$ cat src/rtl/u_xmit_pkg.sv
// Shared types for the configurable UART transmitter: FSM states and parity mode codes.
package u_xmit_pkg;

  typedef enum logic [2:0] {
    ST_IDLE   = 3'd0,
    ST_START  = 3'd1,
    ST_DATA   = 3'd2,
    ST_PARITY = 3'd3,
    ST_STOP   = 3'd4
  } xmit_state_e;

  typedef enum logic [1:0] {
    PAR_NONE = 2'b00,
    PAR_EVEN = 2'b01,
    PAR_ODD  = 2'b10,
    PAR_RSVD = 2'b11
  } par_mode_e;

  // Reserved code behaves like no parity.
  function automatic logic parity_enabled(input logic [1:0] mode);
    return (mode == PAR_EVEN) || (mode == PAR_ODD);
  endfunction

endpackage

$ cat src/rtl/u_bitcell_cntr.sv
// Bit-cell timer: counts sys_clk cycles within one bit cell and flags the last cycle.
module u_bitcell_cntr
  import u_xmit_pkg::*;
#(
  parameter int unsigned OVERSAMPLE = 16
) (
  input  logic clk,
  input  logic rst,
  input  logic enable,
  input  logic clear,
  output logic cell_end
);

  localparam int unsigned CNT_W = $clog2(OVERSAMPLE);
  localparam logic [CNT_W-1:0] CNT_MAX = CNT_W'(OVERSAMPLE - 1);

  logic [CNT_W-1:0] cnt_q, cnt_d;

  assign cell_end = enable && (cnt_q == CNT_MAX);

  always_comb begin
    cnt_d = cnt_q;
    if (clear) begin
      cnt_d = '0;
    end else if (enable) begin
      cnt_d = cell_end ? '0 : cnt_q + CNT_W'(1);
    end
  end

  always_ff @(posedge clk or posedge rst) begin
    if (rst) cnt_q <= '0;
    else     cnt_q <= cnt_d;
  end

endmodule

$ cat src/rtl/u_xmit_cfg.sv
// UART transmitter with per-frame parity and stop-bit configuration latched at acceptance.
module u_xmit_cfg
  import u_xmit_pkg::*;
#(
  parameter int unsigned DATA_W     = 8,
  parameter int unsigned OVERSAMPLE = 16
) (
  input  logic              sys_clk,
  input  logic              sys_rst,
  input  logic              xmit_validH,
  output logic              xmit_readyH,
  input  logic [DATA_W-1:0] xmit_dataH,
  input  logic [1:0]        parity_modeH,
  input  logic              stop2H,
  output logic              uart_xmitH,
  output logic              xmit_busyH,
  output logic              xmit_doneH
);

  localparam int unsigned IDX_W = $clog2(DATA_W + 1);
  localparam logic [IDX_W-1:0] IDX_LAST = IDX_W'(DATA_W - 1);

  xmit_state_e       state_q, state_d;
  logic [DATA_W-1:0] sh_q, sh_d;
  logic [IDX_W-1:0]  idx_q, idx_d;
  logic              pen_q, pen_d;
  logic              par_q, par_d;
  logic              st2_q, st2_d;
  logic              stop_sec_q, stop_sec_d;
  logic              line_q, line_d;
  logic              ready_q, ready_d;
  logic              busy_q, busy_d;
  logic              done_q, done_d;
  logic              cell_end;

  u_bitcell_cntr #(
    .OVERSAMPLE(OVERSAMPLE)
  ) u_cntr (
    .clk     (sys_clk),
    .rst     (sys_rst),
    .enable  (state_q != ST_IDLE),
    .clear   (state_q == ST_IDLE),
    .cell_end(cell_end)
  );

  always_comb begin
    state_d    = state_q;
    sh_d       = sh_q;
    idx_d      = idx_q;
    pen_d      = pen_q;
    par_d      = par_q;
    st2_d      = st2_q;
    stop_sec_d = stop_sec_q;
    line_d     = line_q;
    ready_d    = ready_q;
    busy_d     = busy_q;
    done_d     = 1'b0;
    case (state_q)
      ST_IDLE: begin
        line_d  = 1'b1;
        ready_d = 1'b1;
        if (xmit_validH && ready_q) begin
          state_d    = ST_START;
          line_d     = 1'b0;
          ready_d    = 1'b0;
          busy_d     = 1'b1;
          sh_d       = xmit_dataH;
          pen_d      = parity_enabled(parity_modeH);
          par_d      = (^xmit_dataH) ^ (parity_modeH == PAR_ODD);
          st2_d      = stop2H;
          idx_d      = '0;
          stop_sec_d = 1'b0;
        end
      end
      ST_START: begin
        if (cell_end) begin
          state_d = ST_DATA;
          line_d  = sh_q[0];
          sh_d    = sh_q >> 1;
        end
      end
      ST_DATA: begin
        if (cell_end) begin
          idx_d = idx_q + IDX_W'(1);
          if (idx_q == IDX_LAST) begin
            state_d = pen_q ? ST_PARITY : ST_STOP;
            line_d  = pen_q ? par_q : 1'b1;
          end else begin
            line_d = sh_q[0];
            sh_d   = sh_q >> 1;
          end
        end
      end
      ST_PARITY: begin
        if (cell_end) begin
          state_d = ST_STOP;
          line_d  = 1'b1;
        end
      end
      ST_STOP: begin
        if (cell_end) begin
          // Second stop cell only when requested; otherwise frame completes here.
          if (st2_q && !stop_sec_q) begin
            stop_sec_d = 1'b1;
          end else begin
            state_d = ST_IDLE;
            done_d  = 1'b1;
            ready_d = 1'b1;
            busy_d  = 1'b0;
            line_d  = 1'b1;
          end
        end
      end
      default: begin
        state_d = ST_IDLE;
        line_d  = 1'b1;
        ready_d = 1'b1;
        busy_d  = 1'b0;
      end
    endcase
  end

  always_ff @(posedge sys_clk or posedge sys_rst) begin
    if (sys_rst) begin
      state_q    <= ST_IDLE;
      sh_q       <= '0;
      idx_q      <= '0;
      pen_q      <= 1'b0;
      par_q      <= 1'b0;
      st2_q      <= 1'b0;
      stop_sec_q <= 1'b0;
      line_q     <= 1'b1;
      ready_q    <= 1'b1;
      busy_q     <= 1'b0;
      done_q     <= 1'b0;
    end else begin
      state_q    <= state_d;
      sh_q       <= sh_d;
      idx_q      <= idx_d;
      pen_q      <= pen_d;
      par_q      <= par_d;
      st2_q      <= st2_d;
      stop_sec_q <= stop_sec_d;
      line_q     <= line_d;
      ready_q    <= ready_d;
      busy_q     <= busy_d;
      done_q     <= done_d;
    end
  end

  assign uart_xmitH  = line_q;
  assign xmit_readyH = ready_q;
  assign xmit_busyH  = busy_q;
  assign xmit_doneH  = done_q;

endmodule

$ cat config.mk
export PLATFORM = sky130hd
export DESIGN_NAME = u_xmit_cfg
export DESIGN_NICKNAME = d
export VERILOG_FILES = /design/src/rtl/u_xmit_pkg.sv /design/src/rtl/u_bitcell_cntr.sv /design/src/rtl/u_xmit_cfg.sv
export SDC_FILE = /design/constraint.sdc
export NUM_CORES = 1
export LEC_CHECK = 0
export ABC_AREA = 0
export CAP_MARGIN = 20
export CORE_UTILIZATION = 55
export CTS_CLUSTER_SIZE = 16
export DETAILED_ROUTE_END_ITERATION = 16
export HOLD_SLACK_MARGIN = 0.12
export PLACE_DENSITY = 0.79
export SYNTH_ARGS = -nofsm -noshare
export SYNTH_HDL_FRONTEND = slang
export SYNTH_SLANG_ARGS = --single-unit
export TNS_END_PERCENT = 1
$ cat constraint.sdc
create_clock -name sys_clk -period 2 [get_ports sys_clk]
set_input_delay 0.4 -clock sys_clk [delete_from_list [all_inputs] [get_ports sys_clk]]
set_output_delay 0.4 -clock sys_clk [all_outputs]
set_load 0.03 [all_outputs]
==> run_results.csv, run 1 <==
group,metric,value,unit
clock_network,htree_levels,1,
clock_network,cts_setup_buffers,0,
timing,whs,0.414,ns
placement,hpwl,2070,microns
synth,synth-main-ff-cell,"dfrtp_1",
global_route,grt_max_degree,28,
min_path,worst_hold_path_type,"in2async",
pwr,switching_share,0.356,
route,vias,1148,
floorplanning,initial_core_util,0.602,
synth,synthesis.nets,155,
synth,synth_edf_count,0,
global_route,antenna_found_initial,0,
synth,yosysSeqAreaShare,0.439,
route,post_drt_wl_per_cell,14.9,microns
clock_network,cts_hold_buf,0,
route,wirelength,2820,microns
route,vias_per_cell,6.07,
worst_setup_path,critPathArrivalTime,1.54,ns
timing,post-route-period-util,0.968,
synth,synth_cell_type_count,43,
clock_network,clock_sink_count,27,
timing,fmax,517,MHz
layout,syn2layout_area_growth,15.3,%
worst_setup_path,worstPathCellList,"clkdlybuf4s50_1",
route,remaining_drc_errors,0,
worst_setup_path,worstSetupPathType,"reg2out",
pwr,powerDensity,1230,nW/um^2
floorplanning,row_count,18,
worst_setup_path,path_delay_family,"buffers and inverters",
synth,yosys.area_share.adder,0.0243,
pwr,intPower,0.00141,W
pwr,p_switching,0.000781,W
timing,setup_viol,0,
timing,hold_violations,0,
layout,fin_util,0.694,
layout,fin_nets,177,
synth,yosys.area_share.simple,0.157,
timing,slew_violations,0,
floorplanning,core-area,2570,sq um
layout,drive_gt1_frac,0.233,
floorplanning,die_area,3030,sq um
pwr,peakVddDrop,0.783,mV
pwr,p_total,0.00219,W
worst_setup_path,cp_max_fo,2,
clock_network,cts_buffer_depth,2,
floorplanning,io-pin-count,18,
pwr,p_clk_frac,0.108,
placement,placed_cells,185,
timing,min_period,1.94,ns
worst_setup_path,cp-start-kind,"register",
timing,slew_headroom,0.743,
clock_network,clk_pin_slew,0.14,ns
layout,final_cells,189,
synth,synth_mux_area_frac,0.157,
synth,synth_top_family_by_area,"simple AND/OR/NAND/NOR gates",
route,ant_nets,0,
synth,yosys.area.top_type_share,0.405,
synth,yosys.area.top_type,"dfrtp_1",
timing,skew,0.00133,ns
synth,syn_area,1550,sq um
clock_network,insertion_delay,0.32,ns
synth,ys_warn_count,0,
synth,synth_compound_area_frac,0.121,
synth,synth-xor-area-share,0.0599,
placement,io_buffers,17,
pwr,seqPwrFrac,0.453,
placement,place_ws,-0.0277,ns
clock_network,cts_tree,"done",
worst_setup_path,cp.required,1.60,ns
global_route,grt_pass1_vias,1063,
synth,synth-seq-cells,27,
synth,async_reset_ff_frac,1.00,
status,status,"complete, no violations",
worst_setup_path,path_buf_inv,1,
timing,fin_ws,0.0641,ns
clock_network,cts_made_buffers,3,
placement,gp_congestion,0.812,
floorplanning,die_w,55.0,microns
layout,antennaDiodeCount,0,
global_route,grt.total_usage,0.228,
floorplanning,fp.dieH,55.0,microns
pwr,p_leak,0.785,nW
timing,rsz0062_at_grt,"no",
worst_setup_path,max_stage_delay,0.66,ns
synth,syn_area_per_cell,11.2,sq um
worst_setup_path,cp-end-kind,"output pin",
worst_setup_path,cpMaxStageDelayCell,"clkdlybuf4s50_1",
global_route,grt_pass1_wl,4870,microns
global_route,grt-ovfl-total,0,
synth,synth_area_leaders,"dfrtp_1 (40%), mux2_4 (7.8%), mux2_2 (6.6%), dfstp_2 (3.4%), xnor2_1 (3.4%)",
clock_network,cts-root-buf,"clkbuf_4",
timing,tightest_slew,0.385,ns
pwr,combinationalPowerShare,0.439,
layout,fill_cells,190,
route,drt_iter0_drc,17,
job,cap_viol_max_count,0,
synth,synth_cells,138,
route,drt_first_pass_iters,5,
power by group through the flow:
| stage | combinational (W) | sequential (W) | clock [W] |
|---|---|---|---|
| 6_report | 0.000963 | 0.000992 | 0.000236 |
| 2_1_floorplan | 0.000761 | 0.000963 | 0 |
| 3_3_place_gp | 0.000935 | 0.000979 | 0 |
| 4_1_cts | 0.000971 | 0.000989 | 0.000242 |
| 3_5_place_dp | 0.000975 | 0.000996 | 0 |
| 5_1_grt | 0.00107 | 0.00103 | 0.000259 |
state kept, by name, summed over array words and instances, names as in the netlist, 3 cells and up:
name,count
u_cntr.cnt_q,4
sh_q,8
state_q,3
idx_q,4
metrics by stage:
| step | area [sq um] | TNS, ns |
|---|---|---|
| 2_1_floorplan | 1550 | 0 |
| 3_3_place_gp | 1760 | 0 |
| 3_5_place_dp | 1760 | -0.152 |
| 4_1_cts | 1780 | 0 |
| 5_1_grt | 1780 | 0 |
| 6_report | 1780 | 0 |
cells in the mapped netlist, types with 4 or more instances:
library cell / n
nor2_1: 5
nand2_1: 8
o21ai_0: 8
inv_1: 4
a21oi_1: 8
xnor2_1: 6
dfrtp_1: 25
mux2_4: 8
mux2_2: 9
nor3_1: 5
a22o_1: 4
cells in the final DEF, fill, tap and decap left out, types with 2 or more instances in the layout:
cell type        instances
dfrtp_1                 24
clkdlybuf4s50_1         16
mux2_2                   9
mux2_4                   8
nand2_1                  8
a21oi_1                  8
o21ai_0                  8
buf_4                    7
xnor2_1                  6
nor2_1                   5
nor3_1                   5
a22o_1                   4
inv_1                    4
nand2b_1                 3
ha_1                     3
clkbuf_4                 3
nor2_2                   2
nand3b_1                 2
a211oi_1                 2
nand3_1                  2
xor2_1                   2
nor2b_1                  2
a31oi_1                  2
dfstp_2                  2
final timing paths:
| path | startpoint | to | slack (ns) | cells after the start |
|---|---|---|---|---|
| worst max register to register | u_cntr.cnt_q[0]$_DFF_PP0_ | sh_q[5]$_DFFE_PP0P_ | 0.19 | 5 |
| max in group asynchronous | sys_rst | uart_xmitH$_DFFE_PP1P_ | 1.28 | 3 |
| worst min register to register | u_cntr.cnt_q[0]$_DFF_PP0_ | u_cntr.cnt_q[0]$_DFF_PP0_ | 0.51 | 1 |
| worst min-delay path | sys_rst | sh_q[2]$_DFFE_PP0P_ | 0.41 | 3 |
| worst max-delay path | uart_xmitH$_DFFE_PP1P_ | uart_xmitH | 0.06 | 1 |
| min in group sys_clk | u_cntr.cnt_q[0]$_DFF_PP0_ | u_cntr.cnt_q[0]$_DFF_PP0_ | 0.51 | 1 |
metal layers:
| metal | track usage | wire length, microns | vias to the layer above | part of all wire |
|---|---|---|---|---|
| li1 | - | - | 543 | - |
| met2 | 0.386 | 1430 | 42 | 0.51 |
| met1 | 0.284 | 1200 | 556 | 0.42 |
| met5 | 0 | 0 | - | 0 |
| met4 | 0.0917 | 48 | 0 | 0.017 |
| met3 | 0.0437 | 146 | 7 | 0.052 |
layout make-up:
type | instances | area [sq um] | share of cell area
clock buffers | 4 | 26.3 | 0.0147
inverters | 4 | 15.0 | 0.00843
multi-input cells | 100 | 802 | 0.450
flip-flops and latches | 27 | 679 | 0.381
well taps | 30 | 37.5 | 0.0211
repair buffers | 24 | 221 | 0.124
cells by family (layout without fill, tap and decap cells):
logic type,Yosys count,after routing
fa+ha+maj,3,3
flops,27,27
mux,19,19
buf+inv,11,32
xor+xnor,9,9
compound gates,29,29
simple gates,40,40
what timing repair did:
item	4_1_cts	5_1_grt
resized for setup	1	2
setup endpoints to repair	1	8
endpoints found under the hold margin	0	0
No activity file was read; power rests on OpenSTA's default activity.
==> run 2: changes to the inputs <==
- CORE_MARGIN: unset -> 4
==> run 2 against run 1 <==
Core utilization rose by 0.24 points. Sequential cell count unchanged. Clock skew grew 0.0035 ns. Worst setup slack lost 0.013 ns. Largest cell class unchanged. Largest power group unchanged.
==> run_results.csv, run 2 (synthesis gave the netlist of run 1 again) <==
group,metric,value,unit
status,status,"complete, no violations",
worst_setup_path,path_delay_family,"buffers and inverters",
timing,slew_headroom,0.735,
layout,regMostFlops,"sh_q",
timing,setup_viol,0,
floorplanning,die_w,61.0,microns
worst_setup_path,rr_worst_depth,4,
route,vias_per_cell,5.88,
timing,fin_setup_tns,0,ns
pwr,powerDensity,1230,nW/um^2
timing,rsz0062_at_grt,"no",
clock_network,htree_levels,1,
clock_network,cts_buffer_depth,2,
worst_setup_path,cpMaxStageDelayCell,"clkdlybuf4s50_1",
worst_setup_path,cp-start-kind,"register",
worst_setup_path,cp_max_fo,2,
layout,top_regs,"sh_q x8, idx_q x4, u_cntr.cnt_q x4",
timing,skew,0.00486,ns
global_route,busiest_layer,"met2",
floorplanning,core-area,2570,sq um
floorplanning,row_count,18,
clock_network,cts_hold_buf,0,
clock_network,cts-root-buf,"clkbuf_4",
global_route,grt_pass1_vias,1138,
pwr,p_leak,0.789,nW
route,drt_first_pass_iters,4,
placement,io_buffers,17,
route,ant_nets,0,
clock_network,insertion_delay,0.33,ns
clock_network,clk_pin_slew,0.14,ns
floorplanning,die_area,3720,sq um
route,post_drt_wl_per_cell,15.1,microns
min_path,worst_hold_path_type,"in2async",
pwr,peakVddDrop,0.734,mV
placement,hpwl,2160,microns
placement,place_area,1760,sq um
layout,syn2layout_area_growth,15.7,%
layout,largest_reg_flops,8,
worst_setup_path,critPathArrivalTime,1.55,ns
worst_setup_path,cp-end-kind,"output pin",
worst_setup_path,path_buf_inv,1,
timing,slew_violations,0,
global_route,grt_max_degree,28,
worst_setup_path,worstPathCellList,"clkdlybuf4s50_1",
route,drt_iter0_drc,67,
worst_setup_path,cp.depth,1,
worst_setup_path,r2r_end,"sh_q[4]$_DFFE_PP0P_",
layout,finish.instance_area,1790,sq um
timing,hold_violations,0,
clock_network,cts_made_buffers,3,
layout,most-common-layout-cells,"dfrtp_1 (25), clkdlybuf4s50_1 (16), mux2_2 (9)",
timing,min_period,1.95,ns
layout,antennaDiodeCount,0,
worst_setup_path,cp-endpoint,"uart_xmitH",
route,wirelength,2870,microns
route,vias,1118,
floorplanning,fp.dieH,61.0,microns
worst_setup_path,cp.required,1.60,ns
global_route,antenna_found_initial,0,
clock_network,clock_sink_count,27,
timing,tightest_slew,0.397,ns
placement,place_ws,0.0158,ns
worst_setup_path,crit_start,"uart_xmitH$_DFFE_PP1P_",
route,remaining_drc_errors,0,
global_route,grt.total_usage,0.179,
job,cap_viol_max_count,0,
layout,drive_gt1_frac,0.231,
layout,final_common_cell,"dfrtp_1",
timing,fin_ws,0.0515,ns
floorplanning,io-pin-count,18,
placement,gp_congestion,0.816,
timing,whs,0.408,ns
global_route,grt_use_met2,0.310,
worst_setup_path,r2r-start,"state_q[1]$_DFFE_PP0P_",
global_route,groute.layer.met3.usage,0.0298,
floorplanning,initial_core_util,0.602,
worst_setup_path,max_stage_delay,0.66,ns
pwr,p_total,0.00220,W
timing,fmax,513,MHz
global_route,grt-ovfl-total,0,
worst_setup_path,ff2ff_setup_slack,0.16,ns
global_route,grt_pass1_wl,4910,microns
global_route,use_met1,0.216,
worst_setup_path,worstSetupPathType,"reg2out",
clock_network,cts_tree,"done",
timing,post-route-period-util,0.974,
layout,fin_nets,178,
-- run 2: timing repair --
action / CTS / global route
resized for setup: 1 / 1
endpoints found under the setup margin: 1 / 8
buffers inserted: 0 / 0
-- run 2: layer usage --
| layer | wire length, microns | part of all wire |
|---|---|---|
| met3 | 133 | 0.046 |
| met5 | 0 | 0 |
| met2 | 1440 | 0.50 |
| met1 | 1260 | 0.44 |
| met4 | 27 | 0.0094 |
-- run 2: final cells by class --
cell class	count	area [sq um]
Clock buffer	4	26.3
Inverter	4	15.0
Fill cell	205	779
Sequential cell	27	678
Timing Repair Buffer	25	229
Multi-Input combinational cell	100	802
Tap cell	30	37.5
-- run 2: worst min-delay path by stage --
stage	start	endpoint	slack, ns	depth (start not counted)
6_report	sys_rst	sh_q[3]$_DFFE_PP0P_	0.41	3
5_1_grt	sys_rst	u_cntr.cnt_q[2]$_DFF_PP0_	0.45	3
4_1_cts	sys_rst	state_q[1]$_DFFE_PP0P_	0.42	3
3_5_place_dp	par_q$_DFFE_PP0P_	par_q$_DFFE_PP0P_	0.49	2
3_3_place_gp	par_q$_DFFE_PP0P_	par_q$_DFFE_PP0P_	0.46	2
2_1_floorplan	par_q$_DFFE_PP0P_	par_q$_DFFE_PP0P_	0.44	2
-- run 2: through the flow --
stage	cells	utilization
4_1_cts	190	0.696
2_1_floorplan	138	-
3_5_place_dp	186	0.687
5_1_grt	190	0.696
6_report	190	0.696
3_3_place_gp	186	0.687
-- run 2: power breakdown --
part / switching, W / total [W] / internal [W]
Clock: 0.000160 / 0.000238 / 0.0000783
Combinational: 0.000402 / 0.000969 / 0.000566
Sequential: 0.000224 / 0.000995 / 0.000771
